==> config.mk <==
export PLATFORM = sky130hd
export DESIGN_NAME = rr_arb_mux
export DESIGN_NICKNAME = d
export VERILOG_FILES = /design/src/rtl/rr_arb_mux.sv
export SDC_FILE = /design/constraint.sdc
export NUM_CORES = 1
export LEC_CHECK = 0
export CELL_PAD_IN_SITES_DETAIL_PLACEMENT = 1
export CELL_PAD_IN_SITES_GLOBAL_PLACEMENT = 2
export CORE_ASPECT_RATIO = 0.9
export CORE_MARGIN = 1
export CORE_UTILIZATION = 25
export DETAILED_ROUTE_END_ITERATION = 8
export PLACE_DENSITY_LB_ADDON = 0.3
export RECOVER_POWER = 25
export SYNTH_ARGS = -nofsm -noshare
export SYNTH_HDL_FRONTEND = slang
export SYNTH_SLANG_ARGS = --single-unit
==> constraint.sdc <==
create_clock -name clk -period 4.1 [get_ports clk]
set_clock_uncertainty 0.2 [all_clocks]
set_input_delay 1.025 -clock clk [delete_from_list [all_inputs] [get_ports clk]]
set_output_delay 1.025 -clock clk [all_outputs]
set_load 0.01 [all_outputs]
==> src/rtl/rr_arb_mux.sv <==
`default_nettype none
// ============================================================================
// Module   : rr_arb_mux
// Purpose  : CH-channel valid/ready funnel into one registered output, with
//            direct-select or round-robin arbitration. Optional packet lock
//            via macro RR_ARB_MUX_PKT_LOCK_EN.
// Revision : 1.0
// ============================================================================
module rr_arb_mux #(
    parameter int  CH = 4,
    parameter int  W  = 8,
    localparam int SW = $clog2(CH)
) (
    input  logic            clk,
    input  logic            rst_n,
    input  logic            mode,
    input  logic [SW-1:0]   sel,
    input  logic [CH*W-1:0] in_data,
    input  logic [CH-1:0]   in_valid,
`ifdef RR_ARB_MUX_PKT_LOCK_EN
    input  logic [CH-1:0]   in_last,
`endif
    output logic [CH-1:0]   in_ready,
    output logic [W-1:0]    out_data,
    output logic [SW-1:0]   out_ch,
    output logic            out_valid,
    input  logic            out_ready
);

    logic [W-1:0]  out_data_q, out_data_d;
    logic [SW-1:0] out_ch_q, out_ch_d;
    logic          out_valid_q, out_valid_d;
    logic [SW-1:0] ptr_q, ptr_d;

    logic [CH-1:0] grant;
    logic [SW-1:0] gnt_id;
    logic [W-1:0]  gnt_data;
    logic [SW-1:0] rr_idx;
    logic          found;
    logic          load;
    logic          xfer;

`ifdef RR_ARB_MUX_PKT_LOCK_EN
    logic          lock_q, lock_d;
    logic [SW-1:0] lock_id_q, lock_id_d;
`endif

    always_comb begin
        grant  = '0;
        found  = 1'b0;
        rr_idx = '0;
`ifdef RR_ARB_MUX_PKT_LOCK_EN
        // A locked packet owns the grant regardless of mode/sel.
        if (lock_q) begin
            grant[lock_id_q] = in_valid[lock_id_q];
        end else
`endif
        if (!mode) begin
            grant[sel] = in_valid[sel];
        end else begin
            // CH is a power of two, so the SW-bit add wraps modulo CH.
            for (int k = 0; k < CH; k++) begin
                rr_idx = ptr_q + SW'(k);
                if (!found && in_valid[rr_idx]) begin
                    grant[rr_idx] = 1'b1;
                    found         = 1'b1;
                end
            end
        end
    end

    always_comb begin
        gnt_id   = '0;
        gnt_data = '0;
        for (int i = 0; i < CH; i++) begin
            if (grant[i]) begin
                gnt_id   = SW'(i);
                gnt_data = in_data[i*W +: W];
            end
        end
    end

    assign load     = !out_valid_q || out_ready;
    assign in_ready = grant & {CH{load & rst_n}};
    assign xfer     = |(in_valid & in_ready);

    always_comb begin
        out_valid_d = out_valid_q;
        out_data_d  = out_data_q;
        out_ch_d    = out_ch_q;
        ptr_d       = ptr_q;
`ifdef RR_ARB_MUX_PKT_LOCK_EN
        lock_d      = lock_q;
        lock_id_d   = lock_id_q;
`endif
        if (xfer) begin
            out_valid_d = 1'b1;
            out_data_d  = gnt_data;
            out_ch_d    = gnt_id;
`ifdef RR_ARB_MUX_PKT_LOCK_EN
            if (in_last[gnt_id]) begin
                lock_d = 1'b0;
                if (mode) begin
                    ptr_d = gnt_id + SW'(1);
                end
            end else begin
                lock_d    = 1'b1;
                lock_id_d = gnt_id;
            end
`else
            if (mode) begin
                ptr_d = gnt_id + SW'(1);
            end
`endif
        end else if (load) begin
            out_valid_d = 1'b0;
        end
    end

    always_ff @(posedge clk or negedge rst_n) begin
        if (!rst_n) begin
            out_valid_q <= 1'b0;
            out_data_q  <= '0;
            out_ch_q    <= '0;
            ptr_q       <= '0;
`ifdef RR_ARB_MUX_PKT_LOCK_EN
            lock_q      <= 1'b0;
            lock_id_q   <= '0;
`endif
        end else begin
            out_valid_q <= out_valid_d;
            out_data_q  <= out_data_d;
            out_ch_q    <= out_ch_d;
            ptr_q       <= ptr_d;
`ifdef RR_ARB_MUX_PKT_LOCK_EN
            lock_q      <= lock_d;
            lock_id_q   <= lock_id_d;
`endif
        end
    end

    assign out_valid = out_valid_q;
    assign out_data  = out_data_q;
    assign out_ch    = out_ch_q;

endmodule
`default_nettype wire

# --- Yosys cells after proc, flatten, opt, wreduce, memory -nomap -nowiden ---
# Cells that the tools add are included.
word_totals:
  output_inout_bits: 15
  inputBits: 42
  reg_bits: 13
  elab_cells: 84
classes:
  muxes: 43
  reduce_logical: 16
  add_sub_neg: 4
  magnitude_cmp: 10
  bitwise: 7
op_table:
  columns: ["cell", "n"]
  rows:
  - ["two-way mux 4 bit", 8]
  - ["two-way mux 8 bit", 4]
  - ["two-way mux 1 bit", 19]
  - ["< comparator 2 x 3 -> 1 bit, second input constant", 5]
  - ["AND 4 bit", 3]
  - ["bitwise OR 4 bit", 3]
  - ["binary-select mux 1 bit (select 2 bit)", 5]
  - ["demux 1 bit (select 2 bit)", 5]
  - [">= comparator 2 x 1 -> 1 bit, second input constant", 5]
  - ["logical AND 1 bit", 8]
  - ["adder 2 x 1 -> 2 bit, second input constant", 2]
  - ["adder 2 bit, second input constant", 2]
  - ["logical NOT 1 bit", 4]
  - ["two-way mux 2 bit", 2]
  - ["OR reduction 4 bit", 1]
  - ["AND reduction 2 bit", 1]
  - ["nonzero test 2 bit", 1]
  - ["AND 1 bit", 1]
  - ["logical OR 1 bit", 1]

# --- Logic depth before layout (Yosys ltp) ---
# Gate-level depths: netlist of the first run.
depth:
  ltp_word: 20
  depth_mapped: 10
  mapped_depth_nobuf: 9

# --- Worst setup path before layout of the first run ---
# OpenSTA, ideal clock, no wires.
synth_path:
  path_type: "input to output"
  start: "in in_valid[3]"
  end: "out in_ready[2]"
  path_buffers: 1
  stages: 6
  required_time_ns: 2.875
  arrival_time_ns: 2.708
  setup_slack_ns: 0.167
  cell_sequence: "mux4_2 > nor4b_4 > nand2_2 > a21oi_4 > buf_2 > and2_1"
synth_between:
  elab_chain_cells: 17
  elab_cells_between_ends: 35
  classes_between: "24 x mux; 5 x bitwise; 6 x reduce/logical"
synth_rtl:
  columns: ["item", "line", "text"]
  rows:
  - ["start, declared", "19", "input logic [CH-1:0] in_valid,"]
  - ["binary-select mux 1 bit (select 2 bit)", "64", "if (!found && in_valid[rr_idx]) begin"]
  - ["two-way mux 1 bit (implied by the code)", "64", null]
  - ["two-way mux 1 bit", "64", null]
  - ["two-way mux 1 bit", "58", "if (!mode) begin"]
  - ["logical NOT 1 bit", "64", null]
  - ["logical AND 1 bit", "64", null]
  - ["two-way mux 1 bit", "64", null]
  - ["two-way mux 1 bit", "58", null]
  - ["logical NOT 1 bit", "64", null]
  - ["logical AND 1 bit", "64", null]
  - ["two-way mux 1 bit", "64", null]
  - ["two-way mux 1 bit", "58", null]
  - ["logical NOT 1 bit", "64", null]
  - ["logical AND 1 bit", "64", null]
  - ["two-way mux 4 bit", "64", null]
  - ["two-way mux 4 bit *", "58", null]
  - ["AND 4 bit *", "84", "assign in_ready = grant & {CH{load & rst_n}};"]
  - ["end, declared", "23", "output logic [CH-1:0] in_ready,"]
# Every way passes the cells marked *; elsewhere a longest branch is shown, timed or not. The select of a mux whose other input is x is not followed.

# --- Final worst setup path of the first run ---
layout_path:
  start: "in in_valid[3]"
  end: "out in_ready[0]"
# The elaborated chain is that of the path after synthesis.

==> results.py, run 1 <==
metrics = {
    "status": {
        "outcome": "completed",
    },
    "critical_path": {
        "worstSetupStartpoint": "in_valid[3]",
        "r2r_slack_ns": 0.32,
        "r2r-start": "ptr_q[1]",
        "r2r_cells": 14,
        "crit_path_start_kind": "primary input",
        "worst_path_max_delay_cell": "mux4_2",
        "crit_family": "simple AND/OR/NAND/NOR gates",
        "cp.depth": 8,
        "endpoint_kind": "output pin",
        "crit_type": "primary input to output pin",
        "r2r-end": "out_data[6]",
        "path_buf_inv": 3,
        "cpPeakStageDelay_ns": 0.54,
        "worstPathRequired_ns": 2.87,
        "crit_end": "in_ready[0]",
        "critPathArrivalTime_ns": 2.81,
        "crit_chain": "buf_4 -> mux4_2 -> nor4b_4 -> buf_4 -> nand2_1 -> a31o_1 -> nor2_1 -> buf_2",
        "crit_path_frequent_cell": "buf_4",
        "critPathMaxFanout": 5,
    },
    "drt": {
        "viasPerCell": 5.04,
        "vias": 1461,
        "avgRoutedWirePerCell_um": 17.4,
        "wl_met3_um": 136,
        "ant_nets": 0,
        "drc": 0,
        "drt_iter0_drc": 53,
        "top_layer_used": "met4",
        "m1WireLength_um": 2260,
        "dr.pass1.iters": 4,
        "met2_wirelength_um": 2630,
        "wl_um": 5050,
    },
    "power": {
        "p_per_area_nw_per_um2": 575,
        "leakage_nw": 1.03,
        "ir_drop_uv": 202,
    },
    "sta": {
        "drv_slew": 0,
        "relSlewSlack_pct": 51.0,
        "worst_slew_pin_slew_ns": 0.734,
        "fmax_ghz": 0.248,
        "fin_crit_sh_pct": 98.3,
        "report.final.hold_viol_count": 0,
        "setup_slack_ns": 0.0686,
        "rsz0062_at_grt": "no",
        "setup_viol": 0,
        "finalCriticalPeriod_ns": 4.03,
    },
    "global_route": {
        "overflow": 0,
        "antenna_found_initial": 0,
        "grt_first_pass_wirelength_um": 8150,
        "grt_max_degree": 20,
        "grt_pass1_vias": 1591,
        "track_usage_pct": 18.9,
    },
    "synthesis": {
        "synthArstFlopShare_pct": 100,
        "yosys_warnings": 0,
        "yosysTopAreaCell": "dfrtp_1",
        "synth_cells": 128,
        "ys_types": 42,
        "postSynthAreaPerCell_sq_um": 10.4,
        "synth_edf_count": 0,
        "synth_sequential_area_ratio_pct": 24.3,
        "synth_nets": 176,
        "ys_top_cells_by_area": "dfrtp_1 24%, o31ai_2 7.5%, a221oi_1 5.9%",
        "synth.ff_latch_count": 13,
        "synth_ff_type": "dfrtp_1",
        "syn_area_sq_um": 1340,
        "synth.top_cell.area_share_pct": 24.3,
    },
    "die": {
        "die_area_sq_um": 5650,
        "die_h_um": 71.4,
        "die_w_um": 79.1,
        "initial_core_util_pct": 26.8,
        "num_rows": 24,
        "num_io_pins": 57,
        "core_area_sq_um": 4980,
    },
    "clock_tree": {
        "cts_buffers": 3,
        "clkTransAtPathRegs_ns": 0.05,
        "clkLatencyLatePin_ns": 0.24,
        "clock-sinks": 13,
        "root_buffer": "clkbuf_8",
        "clockBufferDepth": 2,
        "htreeDepth": 1,
        "cts_hold_buf": 0,
        "cts_tree": "yes",
    },
    "layout": {
        "num_antenna_cells": 0,
        "drive_gt1_share_pct": 37.8,
        "fin_cells": 290,
        "fin_nets": 274,
        "syn_to_final_growth_pct": 76.0,
        "nFillCells": 578,
    },
    "placement": {
        "place_ws_ns": -0.763,
        "portBuffers": 56,
        "dp_hpwl_um": 4140,
        "routabilityCongestion": 0.819,
        "place_inst": 279,
    },
    "flow_run": {
        "cap_violations": 0,
    },
    "min_path": {
        "holdCritPathClass": "flop to flop",
    },
}
## kinds of logic (layout without fill, tap and decap cells)
group / count (synthesis) / after routing / share of synthesized area [%]
flip-flops: 13 / 13 / 24.3
multiplexers: 7 / 7 / 9.73
AND/OR/NAND/NOR: 38 / 38 / 19.0
buffers and inverters: 8 / 105 / 3.27
AO/OA/AOI/OAI: 56 / 56 / 38.1
adder cells (fa/ha/maj): 6 / 6 / 5.61
## metal layers
| metal | up-vias | track usage, % |
|---|---|---|
| met2 | 28 | 33.2 |
| met3 | 2 | 2.55 |
| met5 | - | 0 |
| li1 | 693 | - |
| met4 | 0 | 3.23 |
| met1 | 738 | 25.1 |
## final cells by class
cell class / count / area, sq um / share of cell area, %
Multi-Input combinational cell: 107 / 1030 / 43.6
Timing Repair Buffer: 97 / 860 / 36.5
Sequential cell: 13 / 325 / 13.8
Tap cell: 65 / 81.3 / 3.46
Clock buffer: 4 / 45.0 / 1.91
Inverter: 4 / 15.0 / 0.638
## worst register-to-register path, cell delays in order, from the launching register on
cell	delay [ns]
dfrtp_1	0.36
inv_1	0.09
ha_1	0.34
mux4_2	0.59
nor4b_4	0.34
buf_4	0.20
nand2_4	0.07
a21oi_4	0.15
buf_4	0.12
buf_4	0.09
buf_4	0.21
a221oi_4	0.07
buf_12	0.14
a221oi_1	0.55
o31ai_2	0.12
## report_power, final
| part | total, mW | leakage [nW] | switching (mW) | internal, mW |
|---|---|---|---|---|
| logic | 1.02 | 0.843 | 0.490 | 0.533 |
| clock network | 0.112 | 0.0228 | 0.0435 | 0.0686 |
| registers | 0.219 | 0.160 | 0.0313 | 0.188 |
## state kept, by name (all words and copies together) (netlist names)
name / cells
out_data: 8
out_ch: 2
ptr_q: 2
out_valid: 1
## timing repair
| item | CTS | global route |
|---|---|---|
| pin swaps | 9 | 6 |
| gates cloned | 0 | 0 |
| endpoints found under the setup margin | 6 | 4 |
| buffers inserted | 6 | 4 |
| gates resized for setup | 34 | 11 |
## cells in the final DEF (no fill, tap or decap), types with 8 or more instances in the layout
cell             synthesis  final
clkdlybuf4s50_1          0     47
buf_4                    0     37
dfrtp_1                 13     13
o21ai_0                 11     11
a21o_1                  10     10
nor2b_1                  9      9
nand2_1                  9      8
a221oi_1                 9      8
o31ai_2                  8      8
## cell usage after synthesis (all sizes together), types with 2 or more instances
cell type / n
nand2: 12
dfrtp: 13
nor2b: 10
a21o: 10
o21ai: 12
mux4: 4
a221oi: 13
inv: 4
and2: 3
o31ai: 8
a31oi: 3
nor2: 4
buf: 3
mux2: 2
ha: 6
a21oi: 7
## through the flow
stage | hold slack (ns) | setup TNS (ns) | total power, mW | util [%] | area [sq um]
finish | 0.316 | 0 | 1.35 | 47.2 | 2350
global route | 0.354 | 0 | 1.44 | 47.2 | 2350
CTS | 0.327 | -0.0453 | 1.33 | 47.0 | 2340
detailed placement | 0.315 | -5.01 | 1.15 | 44.8 | 2230
global placement | 0.292 | -3.76 | 1.11 | 44.8 | 2230
floorplan | 0.334 | 0 | 0.732 | - | 1340
## worst min path at each step
stage | cells past startpoint | startpoint | to | slack [ns]
final | 2 | out_ch[1] | out_ch[1] | 0.32
after global routing | 1 | out_ch[0] | out_ch[0] | 0.35
after CTS | 2 | out_ch[1] | out_ch[1] | 0.33
after detailed placement | 2 | out_ch[1] | out_ch[1] | 0.32
after global placement | 1 | out_ch[0] | out_ch[0] | 0.29
after floorplan | 1 | out_ch[0] | out_ch[0] | 0.33
Note: power is estimated with default switching activity, not from simulation.
==> inputs of run 2 (changes only) <==
--- a/config.mk
+++ b/config.mk
@@ -11,6 +11,7 @@
 export CORE_MARGIN = 1
 export CORE_UTILIZATION = 25
 export DETAILED_ROUTE_END_ITERATION = 8
+export GPL_TIMING_DRIVEN = 0
 export PLACE_DENSITY_LB_ADDON = 0.3
 export RECOVER_POWER = 25
 export SYNTH_ARGS = -nofsm -noshare
==> run 2 against run 1 <==
Net effect: clock power is 4% higher; flip-flop and latch count is the same; hold slack improved by 0.0033 ns; routed wire length up 10%; highest routed layer unchanged.
==> results.py, run 2 (synthesis gave the netlist of run 1 again) <==
metrics = {
    "placement": {
        "portBuffers": 56,
        "dp_hpwl_um": 3770,
        "routabilityCongestion": 0.893,
        "place_ws_ns": -1.29,
        "placedInstanceArea_sq_um": 1980,
    },
    "clock_tree": {
        "clockBufferDepth": 2,
        "clock-sinks": 13,
        "clkLatencyLatePin_ns": 0.24,
        "htreeDepth": 1,
        "cts_buffers": 3,
        "root_buffer": "clkbuf_8",
        "cts_tree": "yes",
        "clkTransAtPathRegs_ns": 0.06,
    },
    "die": {
        "core_area_sq_um": 4980,
        "initial_core_util_pct": 26.8,
        "num_rows": 24,
        "die_h_um": 71.4,
        "die_w_um": 79.1,
        "num_io_pins": 57,
        "die_area_sq_um": 5650,
    },
    "critical_path": {
        "crit_path_frequent_cell": "buf_6",
        "worstPathRequired_ns": 2.87,
        "critPathMaxFanout": 6,
        "endpoint_kind": "output pin",
        "crit_chain": "buf_6 -> mux4_2 -> nor4b_4 -> buf_4 -> buf_6 -> nand2_4 -> a31o_1 -> nor2_1 -> buf_2",
        "worst_path_max_delay_cell": "mux4_2",
        "cpPeakStageDelay_ns": 0.52,
        "critPathArrivalTime_ns": 2.86,
        "crit_path_start_kind": "primary input",
        "crit_type": "primary input to output pin",
    },
    "sta": {
        "relSlewSlack_pct": 51.4,
        "report.final.hold_viol_count": 0,
        "worst_slew_pin_slew_ns": 0.729,
        "finalCriticalPeriod_ns": 4.08,
        "drv_slew": 0,
        "fmax_ghz": 0.245,
        "setup_tns_ns": 0,
        "fin_crit_sh_pct": 99.5,
        "setup_viol": 0,
        "setup_slack_ns": 0.0195,
    },
    "layout": {
        "ff_latch_area_sq_um": 328,
        "num_antenna_cells": 0,
        "nFillCells": 572,
        "layout_common_cells": "46 x clkdlybuf4s50_1, 28 x buf_4, 11 x dfrtp_1, 10 x a21o_1",
        "multiInputGateArea_sq_um": 1150,
        "drive_gt1_share_pct": 40.2,
        "design_area_sq_um": 2480,
        "final_common_cell": "clkdlybuf4s50_1",
        "syn_to_final_growth_pct": 85.4,
        "largest_register_ffs": 8,
        "fin_nets": 268,
    },
    "power": {
        "p_int_uw": 848,
        "switchingPower_uw": 640,
        "ir_drop_uv": 186,
        "seq_power_share_pct": 15.0,
        "power_mw": 1.49,
        "p_per_area_nw_per_um2": 600,
        "clkPwrFrac_pct": 7.8,
        "swShare_pct": 43.0,
        "comb_power_share_pct": 77.1,
        "leakage_nw": 1.05,
    },
    "min_path": {
        "holdCritPathClass": "flop to flop",
    },
    "drt": {
        "drt_iter0_drc": 102,
        "wl_um": 5570,
        "avgRoutedWirePerCell_um": 19.6,
        "viasPerCell": 5.24,
        "drc": 0,
        "dr.pass1.iters": 4,
        "vias": 1488,
        "ant_nets": 0,
    },
    "global_route": {
        "antenna_found_initial": 0,
        "track_usage_pct": 21.0,
        "grt_max_degree": 16,
        "grt_pass1_vias": 1684,
        "overflow": 0,
        "grt_first_pass_wirelength_um": 9050,
    },
    "flow_run": {
        "cap_violations": 0,
    },
    "status": {
        "outcome": "completed",
    },
}
[run 2: per-layer routing]
metal / part of all wire [%] / global-route usage (%) / wire, um / vias to the layer above
met5: 0 / 0 / 0 / -
met1: 44 / 28.5 / 2440 / 759
met3: 3.8 / 2.17 / 209 / 7
met4: 0.97 / 4.85 / 54 / 0
li1: - / - / - / 689
met2: 51 / 35.7 / 2870 / 33
[run 2: worst max-delay path: cells and delay by family]
| kind | cells | cell delay, ns |
|---|---|---|
| mux | 1 | 0.52 |
| compound gates | 1 | 0.23 |
| simple gates | 3 | 0.51 |
| buf+inv | 4 | 0.58 |
[run 2: layout make-up]
type | instances | area share, %
well taps | 65 | 3.28
clock buffers | 4 | 1.82
inverters | 4 | 0.605
flip-flops and latches | 13 | 13.2
plain buffers | 2 | 1.01
repair buffers | 89 | 33.7
multi-input cells | 107 | 46.4
[run 2: stage by stage]
stage	hold WS (ns)	cells	utilization, %
3_3_place_gp	0.295	249	39.7
2_1_floorplan	0.334	128	-
4_1_cts	0.317	286	49.2
3_5_place_dp	0.304	249	39.7
6_report	0.319	284	49.7
5_1_grt	0.352	284	49.7
[run 2: power by group through the flow]
stage                     clock network (mW)  logic, mW  registers (mW)
final                                  0.117       1.15           0.224
after global placement                     0      0.754           0.237
after CTS                              0.118       1.09           0.224
after detailed placement                   0      0.777           0.242
after global routing                   0.125       1.23           0.232
after floorplan                            0      0.478           0.254
[run 2: repair_timing]
action                                  4_1_cts  5_1_grt
hold buffers                                  0        0
resized for setup                            76       12
pin swaps                                    20       13
buffers inserted                             33        5
endpoints found under the setup margin        4       17
gates cloned                                  1        0
endpoints found under the hold margin         0        0
[run 2: path summary, 6_finish.rpt]
path / cells past startpoint / end / startpoint / slack, ns
worst min-delay path: 1 / out_ch[0] / out_ch[0] / 0.32
worst min register to register: 1 / out_ch[0] / out_ch[0] / 0.32
max in group asynchronous: 1 / ptr_q[1] / rst_n / 2.61
min in group asynchronous: 1 / out_valid / rst_n / 0.61
worst max register to register: 16 / ptr_q[1] / ptr_q[1] / 0.18
worst max-delay path: 9 / in_ready[0] / in_valid[2] / 0.02
==> inputs of run 3 (changes only) <==
--- a/config.mk
+++ b/config.mk
@@ -14,6 +14,7 @@
 export GPL_TIMING_DRIVEN = 0
 export PLACE_DENSITY_LB_ADDON = 0.3
 export RECOVER_POWER = 25
+export SKIP_LAST_GASP = 1
 export SYNTH_ARGS = -nofsm -noshare
 export SYNTH_HDL_FRONTEND = slang
 export SYNTH_SLANG_ARGS = --single-unit
==> run 3 against run 2 <==
Net effect: sequential power about the same; maximum frequency up 0.48%; routed wire length up 0.74%; die area unchanged; clock power about the same; cell count down 0.70%; global-route usage up 0.40 points; critical path type unchanged; critical endpoint is now in_ready[2]; largest cell class unchanged; largest power group unchanged; highest routed layer unchanged.
==> results.py, run 3 (synthesis gave the netlist of run 1 again) <==
metrics = {
    "global_route": {
        "track_usage_pct": 21.4,
        "overflow": 0,
        "antenna_found_initial": 0,
        "grt_first_pass_wirelength_um": 9230,
        "grt_max_degree": 16,
        "grt_pass1_vias": 1750,
    },
    "placement": {
        "routabilityCongestion": 0.893,
        "dp_hpwl_um": 3770,
        "placedInstanceArea_sq_um": 1980,
        "portBuffers": 56,
        "place_inst": 249,
        "place_ws_ns": -1.29,
    },
    "sta": {
        "rsz0062_at_grt": "yes",
        "worst_slew_pin_slew_ns": 0.686,
        "drv_slew": 0,
        "finalCriticalPeriod_ns": 4.06,
        "fin_crit_sh_pct": 99.0,
        "fmax_ghz": 0.246,
        "relSlewSlack_pct": 54.3,
        "report.final.hold_viol_count": 0,
        "setup_slack_ns": 0.0390,
        "setup_tns_ns": 0,
        "setup_viol": 0,
    },
    "layout": {
        "syn_to_final_growth_pct": 84.8,
        "final_common_cell": "clkdlybuf4s50_1",
        "num_antenna_cells": 0,
        "fin_cells": 282,
        "fin_nets": 266,
        "drive_gt1_share_pct": 39.2,
        "design_area_sq_um": 2470,
        "layout_common_cells": "46 x clkdlybuf4s50_1, 25 x buf_4, 11 x dfrtp_1, 10 x a21o_1, 9 x nor2b_1",
        "largest_register_ffs": 8,
    },
    "drt": {
        "ant_nets": 0,
        "drt_iter0_drc": 62,
        "viasPerCell": 5.33,
        "wl_met3_um": 183,
        "dr.pass1.iters": 4,
        "vias": 1504,
        "m1WireLength_um": 2430,
        "wl_um": 5610,
        "top_layer_used": "met4",
        "met2_wirelength_um": 2930,
        "drc": 0,
        "avgRoutedWirePerCell_um": 19.9,
    },
    "clock_tree": {
        "clkTransAtPathRegs_ns": 0.06,
        "cts_buffers": 3,
        "cts_hold_buf": 0,
        "clockBufferDepth": 2,
        "clock-sinks": 13,
        "root_buffer": "clkbuf_8",
        "htreeDepth": 1,
        "clkLatencyLatePin_ns": 0.24,
        "cts_tree": "yes",
    },
    "power": {
        "leakage_nw": 1.05,
        "clkPwrFrac_pct": 7.8,
        "ir_drop_uv": 188,
        "p_int_uw": 850,
        "seq_power_share_pct": 15.0,
        "p_per_area_nw_per_um2": 606,
        "switchingPower_uw": 648,
        "comb_power_share_pct": 77.2,
        "swShare_pct": 43.3,
    },
    "min_path": {
        "hold_path_end": "out_data[7]",
        "hold_depth": 2,
        "min_from": "out_data[7]",
        "holdCritPathClass": "flop to flop",
    },
    "die": {
        "initial_core_util_pct": 26.8,
        "num_rows": 24,
        "die_h_um": 71.4,
        "num_io_pins": 57,
        "core_area_sq_um": 4980,
        "die_w_um": 79.1,
        "die_area_sq_um": 5650,
    },
    "critical_path": {
        "r2r-start": "ptr_q[1]",
        "worstPathRequired_ns": 2.87,
        "crit_path_start_kind": "primary input",
        "worstSetupStartpoint": "in_valid[2]",
        "r2r-end": "ptr_q[1]",
        "critPathMaxFanout": 6,
        "critPathArrivalTime_ns": 2.84,
        "r2r_cells": 15,
        "crit_type": "primary input to output pin",
        "endpoint_kind": "output pin",
        "r2r_slack_ns": 0.27,
    },
    "status": {
        "outcome": "completed",
    },
    "flow_run": {
        "cap_violations": 0,
    },
}
run 3: critical path, cell delays in order:
cell and delay (ns):
buf_8 0.11, mux4_2 0.52, buf_6 0.15, nor3b_4 0.26, buf_4 0.18, a221oi_4 0.08
a21oi_4 0.24, and2_4 0.18, buf_6 0.09
run 3: stage by stage:
stage | util (%) | hold WS (ns) | total power [mW]
finish | 49.6 | 0.320 | 1.50
global route | 49.6 | 0.353 | 1.59
CTS | 49.1 | 0.317 | 1.43
floorplan | - | 0.334 | 0.732
global placement | 39.7 | 0.295 | 0.991
detailed placement | 39.7 | 0.304 | 1.02
run 3: power by group through the flow:
stage                     Clock, mW  Combinational [mW]  Sequential, mW
after global routing          0.125                1.23           0.232
after detailed placement          0               0.777           0.242
after floorplan                   0               0.478           0.254
after CTS                     0.118                1.09           0.224
final                         0.116                1.16           0.225
after global placement            0               0.754           0.237
run 3: worst max-delay path by stage:
stage | end | slack, ns | depth (start not counted)
after floorplan | in_ready[2] | 0.17 | 6
after global placement | in_ready[3] | -1.25 | 8
final | in_ready[2] | 0.04 | 9
after CTS | in_ready[3] | -0.05 | 9
after detailed placement | in_ready[3] | -1.29 | 8
after global routing | in_ready[0] | -0.007 | 9
run 3: layer usage:
metal / vias up / track usage, %
met4: 0 / 5.25
met5: - / 0
met3: 9 / 2.55
li1: 688 / -
met1: 761 / 27.7
met2: 46 / 37.7
run 3: cell type report:
cell class | instances | area (sq um)
Buffer | 2 | 25.0
Fill cell | 573 | 2510
Multi-Input combinational cell | 107 | 1140
Sequential cell | 13 | 328
Clock buffer | 4 | 45.0
Inverter | 4 | 15.0
Timing Repair Buffer | 87 | 832
Tap cell | 65 | 81.3
run 3: repair_timing:
item	in CTS	in global routing
cloned	1	0
setup buffers	33	2
setup endpoints to repair	4	17
pin swaps	20	11
resized for setup	72	16
